**src/rtl/pipe_stage_reg.sv**
```systemverilog
// Handshaked pipeline stage register with full and ROB-age-selective flush.
// Define PIPE_SKID_EN for the two-entry build with a registered in_ready.
module pipe_stage_reg #(
  parameter int DATA_W    = 72,
  parameter int ROB_IDX_W = 4
) (
  input  logic                 clk,
  input  logic                 reset,
  input  logic                 in_valid,
  output logic                 in_ready,
  input  logic [DATA_W-1:0]    in_data,
  input  logic [ROB_IDX_W-1:0] in_rob_idx,
  output logic                 out_valid,
  input  logic                 out_ready,
  output logic [DATA_W-1:0]    out_data,
  output logic [ROB_IDX_W-1:0] out_rob_idx,
  input  logic                 flush_all,
  input  logic                 flush_valid,
  input  logic [ROB_IDX_W-1:0] flush_rob_idx,
  input  logic [ROB_IDX_W-1:0] rob_head,
  output logic [1:0]           occupancy
);

  // Ages are taken relative to rob_head so the compare survives index wrap.
  function automatic logic killed(input logic [ROB_IDX_W-1:0] idx,
                                  input logic [ROB_IDX_W-1:0] head,
                                  input logic [ROB_IDX_W-1:0] fidx,
                                  input logic                 fvalid,
                                  input logic                 fall);
    logic [ROB_IDX_W-1:0] age_e;
    logic [ROB_IDX_W-1:0] age_f;
    age_e  = idx - head;
    age_f  = fidx - head;
    killed = fall || (fvalid && (age_e > age_f));
  endfunction

  logic                 m_valid_r;
  logic [DATA_W-1:0]    m_data_r;
  logic [ROB_IDX_W-1:0] m_idx_r;
  logic                 m_valid_mv_s;
  logic [DATA_W-1:0]    m_data_mv_s;
  logic [ROB_IDX_W-1:0] m_idx_mv_s;
  logic                 m_live_s;
  logic                 m_valid_d_s;
  logic [DATA_W-1:0]    m_data_d_s;
  logic [ROB_IDX_W-1:0] m_idx_d_s;
  logic                 accept_s;
  logic                 advance_s;

  assign advance_s = !m_valid_r || out_ready;
  assign accept_s  = in_valid && in_ready;

`ifdef PIPE_SKID_EN
  logic                 s_valid_r;
  logic [DATA_W-1:0]    s_data_r;
  logic [ROB_IDX_W-1:0] s_idx_r;
  logic                 s_valid_mv_s;
  logic [DATA_W-1:0]    s_data_mv_s;
  logic [ROB_IDX_W-1:0] s_idx_mv_s;
  logic                 s_live_s;
  logic                 s_valid_d_s;
  logic [DATA_W-1:0]    s_data_d_s;
  logic [ROB_IDX_W-1:0] s_idx_d_s;

  assign in_ready  = !s_valid_r;
  assign occupancy = {m_valid_r & s_valid_r, m_valid_r ^ s_valid_r};

  // Movement: M refills from S first, else from the input; S catches a beat when M stalls.
  always_comb begin
    m_valid_mv_s = m_valid_r;
    m_data_mv_s  = m_data_r;
    m_idx_mv_s   = m_idx_r;
    s_valid_mv_s = s_valid_r;
    s_data_mv_s  = s_data_r;
    s_idx_mv_s   = s_idx_r;
    if (advance_s) begin
      if (s_valid_r) begin
        m_valid_mv_s = 1'b1;
        m_data_mv_s  = s_data_r;
        m_idx_mv_s   = s_idx_r;
        s_valid_mv_s = 1'b0;
      end else if (accept_s) begin
        m_valid_mv_s = 1'b1;
        m_data_mv_s  = in_data;
        m_idx_mv_s   = in_rob_idx;
      end else begin
        m_valid_mv_s = 1'b0;
      end
    end else if (accept_s) begin
      s_valid_mv_s = 1'b1;
      s_data_mv_s  = in_data;
      s_idx_mv_s   = in_rob_idx;
    end else begin
      s_valid_mv_s = s_valid_r;
    end
  end

  // Kill after movement; a surviving S is promoted into a killed M to keep order.
  always_comb begin
    m_live_s    = m_valid_mv_s && !killed(m_idx_mv_s, rob_head, flush_rob_idx, flush_valid, flush_all);
    s_live_s    = s_valid_mv_s && !killed(s_idx_mv_s, rob_head, flush_rob_idx, flush_valid, flush_all);
    m_valid_d_s = m_live_s;
    m_data_d_s  = m_data_mv_s;
    m_idx_d_s   = m_idx_mv_s;
    s_valid_d_s = s_live_s;
    s_data_d_s  = s_data_mv_s;
    s_idx_d_s   = s_idx_mv_s;
    if (!m_live_s && s_live_s) begin
      m_valid_d_s = 1'b1;
      m_data_d_s  = s_data_mv_s;
      m_idx_d_s   = s_idx_mv_s;
      s_valid_d_s = 1'b0;
    end else if (!m_live_s) begin
      m_data_d_s  = m_data_r;
      m_idx_d_s   = m_idx_r;
    end else begin
      m_valid_d_s = 1'b1;
    end
  end

  // Valid bits are the only reset state.
  always_ff @(posedge clk) begin
    if (reset) begin
      m_valid_r <= 1'b0;
      s_valid_r <= 1'b0;
    end else begin
      m_valid_r <= m_valid_d_s;
      s_valid_r <= s_valid_d_s;
    end
  end

  // Payload and ROB index registers carry no reset.
  always_ff @(posedge clk) begin
    m_data_r <= m_data_d_s;
    m_idx_r  <= m_idx_d_s;
    s_data_r <= s_data_d_s;
    s_idx_r  <= s_idx_d_s;
  end
`else
  assign in_ready  = advance_s;
  assign occupancy = {1'b0, m_valid_r};

  // Movement then kill for the single-entry build.
  always_comb begin
    m_valid_mv_s = m_valid_r;
    m_data_mv_s  = m_data_r;
    m_idx_mv_s   = m_idx_r;
    if (advance_s) begin
      if (accept_s) begin
        m_valid_mv_s = 1'b1;
        m_data_mv_s  = in_data;
        m_idx_mv_s   = in_rob_idx;
      end else begin
        m_valid_mv_s = 1'b0;
      end
    end else begin
      m_valid_mv_s = m_valid_r;
    end
    m_live_s    = m_valid_mv_s && !killed(m_idx_mv_s, rob_head, flush_rob_idx, flush_valid, flush_all);
    m_valid_d_s = m_live_s;
    if (m_live_s) begin
      m_data_d_s = m_data_mv_s;
      m_idx_d_s  = m_idx_mv_s;
    end else begin
      m_data_d_s = m_data_r;
      m_idx_d_s  = m_idx_r;
    end
  end

  // Valid bit is the only reset state.
  always_ff @(posedge clk) begin
    if (reset) begin
      m_valid_r <= 1'b0;
    end else begin
      m_valid_r <= m_valid_d_s;
    end
  end

  // Payload and ROB index registers carry no reset.
  always_ff @(posedge clk) begin
    m_data_r <= m_data_d_s;
    m_idx_r  <= m_idx_d_s;
  end
`endif

  assign out_valid   = m_valid_r;
  assign out_data    = m_data_r;
  assign out_rob_idx = m_idx_r;

endmodule

```
**config.mk**
```make
export PLATFORM = sky130hd
export DESIGN_NAME = pipe_stage_reg
export DESIGN_NICKNAME = d
export VERILOG_FILES = /design/src/rtl/pipe_stage_reg.sv
export SDC_FILE = /design/constraint.sdc
export NUM_CORES = 1
export LEC_CHECK = 0
export CORE_MARGIN = 8
export CORE_UTILIZATION = 39
export CTS_CLUSTER_SIZE = 8
export DETAILED_ROUTE_END_ITERATION = 12
export PLACE_DENSITY = 0.94
export RECOVER_POWER = 50
export SLEW_MARGIN = 20
export SYNTH_ARGS = -nofsm -noshare
export SYNTH_HDL_FRONTEND = slang
export SYNTH_SLANG_ARGS = --single-unit
```
**constraint.sdc**
```tcl
create_clock -name clk -period 16.55 [get_ports clk]
set_clock_uncertainty 0.05 [all_clocks]
set_input_delay 2.4825 -clock clk [delete_from_list [all_inputs] [get_ports clk]]
set_output_delay 2.4825 -clock clk [all_outputs]
set_load 0.005 [all_outputs]
```
==> run summary <==
Fmax = 163 MHz
Share of cells above drive strength 1 = 6.15%
Worst vdd ir = 61.1 uV
Routability Congestion = 0.785
Tmin final = 6130 ps
Post-CTS sizing = 0
CTS Buffer Depth = 2
Setup TNS Final = 0 ps
Storage element area = 2300 um2
First-pass GRT wire length = 11800 um
Max-Cap Viols = 0
Num CTS Buffers = 9
Die Height = 99.6 um
Mapped Area = 2720 um2
CTS clk-pin slew, worst paths = 70 ps
Max FO, Critical Path = 3
CP arrival = 3590 ps
Slew HR = 61.1%
Sequential area share after synthesis = 84.5%
Largest net degree at the start of global routing = 41
Synth cell types = 23
Synth-to-Final Area Change = 73.5%
RSZ-0062 raised after global routing = no
CTS root buffer = clkbuf_8
Hold violation count in the final report = 0
Vias in the first global route = 2022
Starting Density = 40.1%
Status = completed
Cells after synthesis = 126
Via density per instance = 4.50
Most frequent cells in the layout = 112 x dlygate4sd3_1, 76 x edfxtp_1, 56 x clkdlybuf4s50_1
Core Region = 6790 um2
CTS tree = yes
WHS = 574 ps
Routed Wire Length = 8220 um
Post-DP Area = 4530 um2
Nets = 407
Grt ovf = 0
Synth top area share = 83.8%
Max Slew Vio Count = 0
Drt wl/cell = 20.3 um
Yosys warnings = 0
Yosys top cell by area = edfxtp_1
Starting DRT DRC Count = 76
Fill cell count = 468
Final non-filler cell area = 4730 um2
Area of the multi-input gates = 367 um2
Syn Area/Cell = 21.6 um2
CP Class = in2out
H-tree levels = 3
Number of setup buffers added after CTS = 0
Die width = 99.6 um
Via count = 1822
Syn_nets = 228
Ports = 170
HPWL after DPL = 6670 um
P_leak = 1.73 nW
N_diodes = 0
Remaining antenna violation count = 0
First-pass detailed-route iteration total = 4
Tot Pwr = 0.472 mW
Hold WC Path Type = reg2reg
Most common cell after layout, fill and taps aside = dlygate4sd3_1
Seq cells post-synth = 77
Initial antenna violation count = 0
Total clock sinks = 77
Cts hold-fix bufs = 0
Tot GR Track Use = 16.4%
Final setup fails = 0
Residual DRC count = 0
PD cells = 99.7 nW/um2
Worst-margin pin slew = 578 ps
Crit end category = output port
Crit path required time = 14020 ps
Worst skew pair latency = 330 ps
Final worst path period share = 37.0%
Largest cells by area after synthesis = edfxtp_1 84%, ha_1 4.6%, fa_1 1.5%
Die ar. = 9910 um2
Rows = 30
IO buf count = 168
Startpoint types = input port
## critical path: stages
cell	delay (ps)
clkdlybuf4s50_1	460
nand2b_1	140
clkdlybuf4s50_1	520
## routing by layer
metal,global-route usage (%),vias to the layer above,wire (um),part of all wire [%]
met5,0,-,0,0
met1,17.1,877,2960,36
met4,7.68,0,132,1.6
met2,29.4,97,4490,55
met3,5.03,13,633,7.7
li1,-,835,-,-
## Yosys cell counts
library cell / instances
edfxtp_1: 76
ha_1: 10
inv_1: 8
xnor2_1: 4
a21oi_1: 3
a21o_1: 2
buf_4: 2
fa_1: 2
mux2_2: 2
nor2b_1: 2
nor3_1: 2
xor2_1: 2
a31oi_1: 1
conb_1: 1
dfxtp_1: 1
mux2_4: 1
mux2i_1: 1
nand2_1: 1
nand2_4: 1
nand2b_4: 1
nand4_1: 1
nor4_1: 1
o211ai_1: 1
## metrics by stage
step,worst slack (ps),util [%],instances
after floorplan,6540,-,126
after global placement,10450,66.7,390
after detailed placement,10430,66.7,390
after CTS,10420,69.8,405
after global routing,10370,69.6,405
final,10420,69.6,405
## logic make-up (layout without fill, tap and decap cells)
| family | after synthesis | in the layout | share of synthesized area, % |
|---|---|---|---|
| compound gates | 7 | 7 | 1.61 |
| fa+ha+maj | 12 | 12 | 6.06 |
| other cells | 1 | 1 | 0.138 |
| simple gates | 9 | 9 | 2.34 |
| flops | 77 | 77 | 84.5 |
| buf+inv | 10 | 193 | 1.65 |
| mux | 4 | 4 | 1.75 |
| xor+xnor | 6 | 6 | 1.93 |
## path summary, 6_finish.rpt
path | slack, ps | end | cells after the start | start
max | 10420 | in_ready | 3 | out_ready
min reg2reg | 570 | out_rob_idx[0] | 2 | out_rob_idx[0]
max reg2reg | 12870 | out_data[13] | 13 | out_valid
min | 570 | out_rob_idx[0] | 2 | out_rob_idx[0]
## power breakdown
| group | internal [mW] | switching (mW) | total, mW |
|---|---|---|---|
| combinational | 0.0471 | 0.0337 | 0.0807 |
| clock | 0.0844 | 0.0662 | 0.151 |
| sequential | 0.236 | 0.00457 | 0.240 |
## cell type report
type | count | share of cell area (%)
Clock buffer | 9 | 2.62
Clock inverter | 6 | 1.85
Inverter | 8 | 0.635
Multi-Input combinational cell | 39 | 7.76
Sequential cell | 77 | 48.7
Tap cell | 96 | 2.54
Timing Repair Buffer | 170 | 35.9
## flip-flops by register name, summed over array words and instances (netlist names)
signal       count
out_data        72
out_rob_idx      4
out_valid        1
Note: power is estimated with default switching activity, not from simulation.
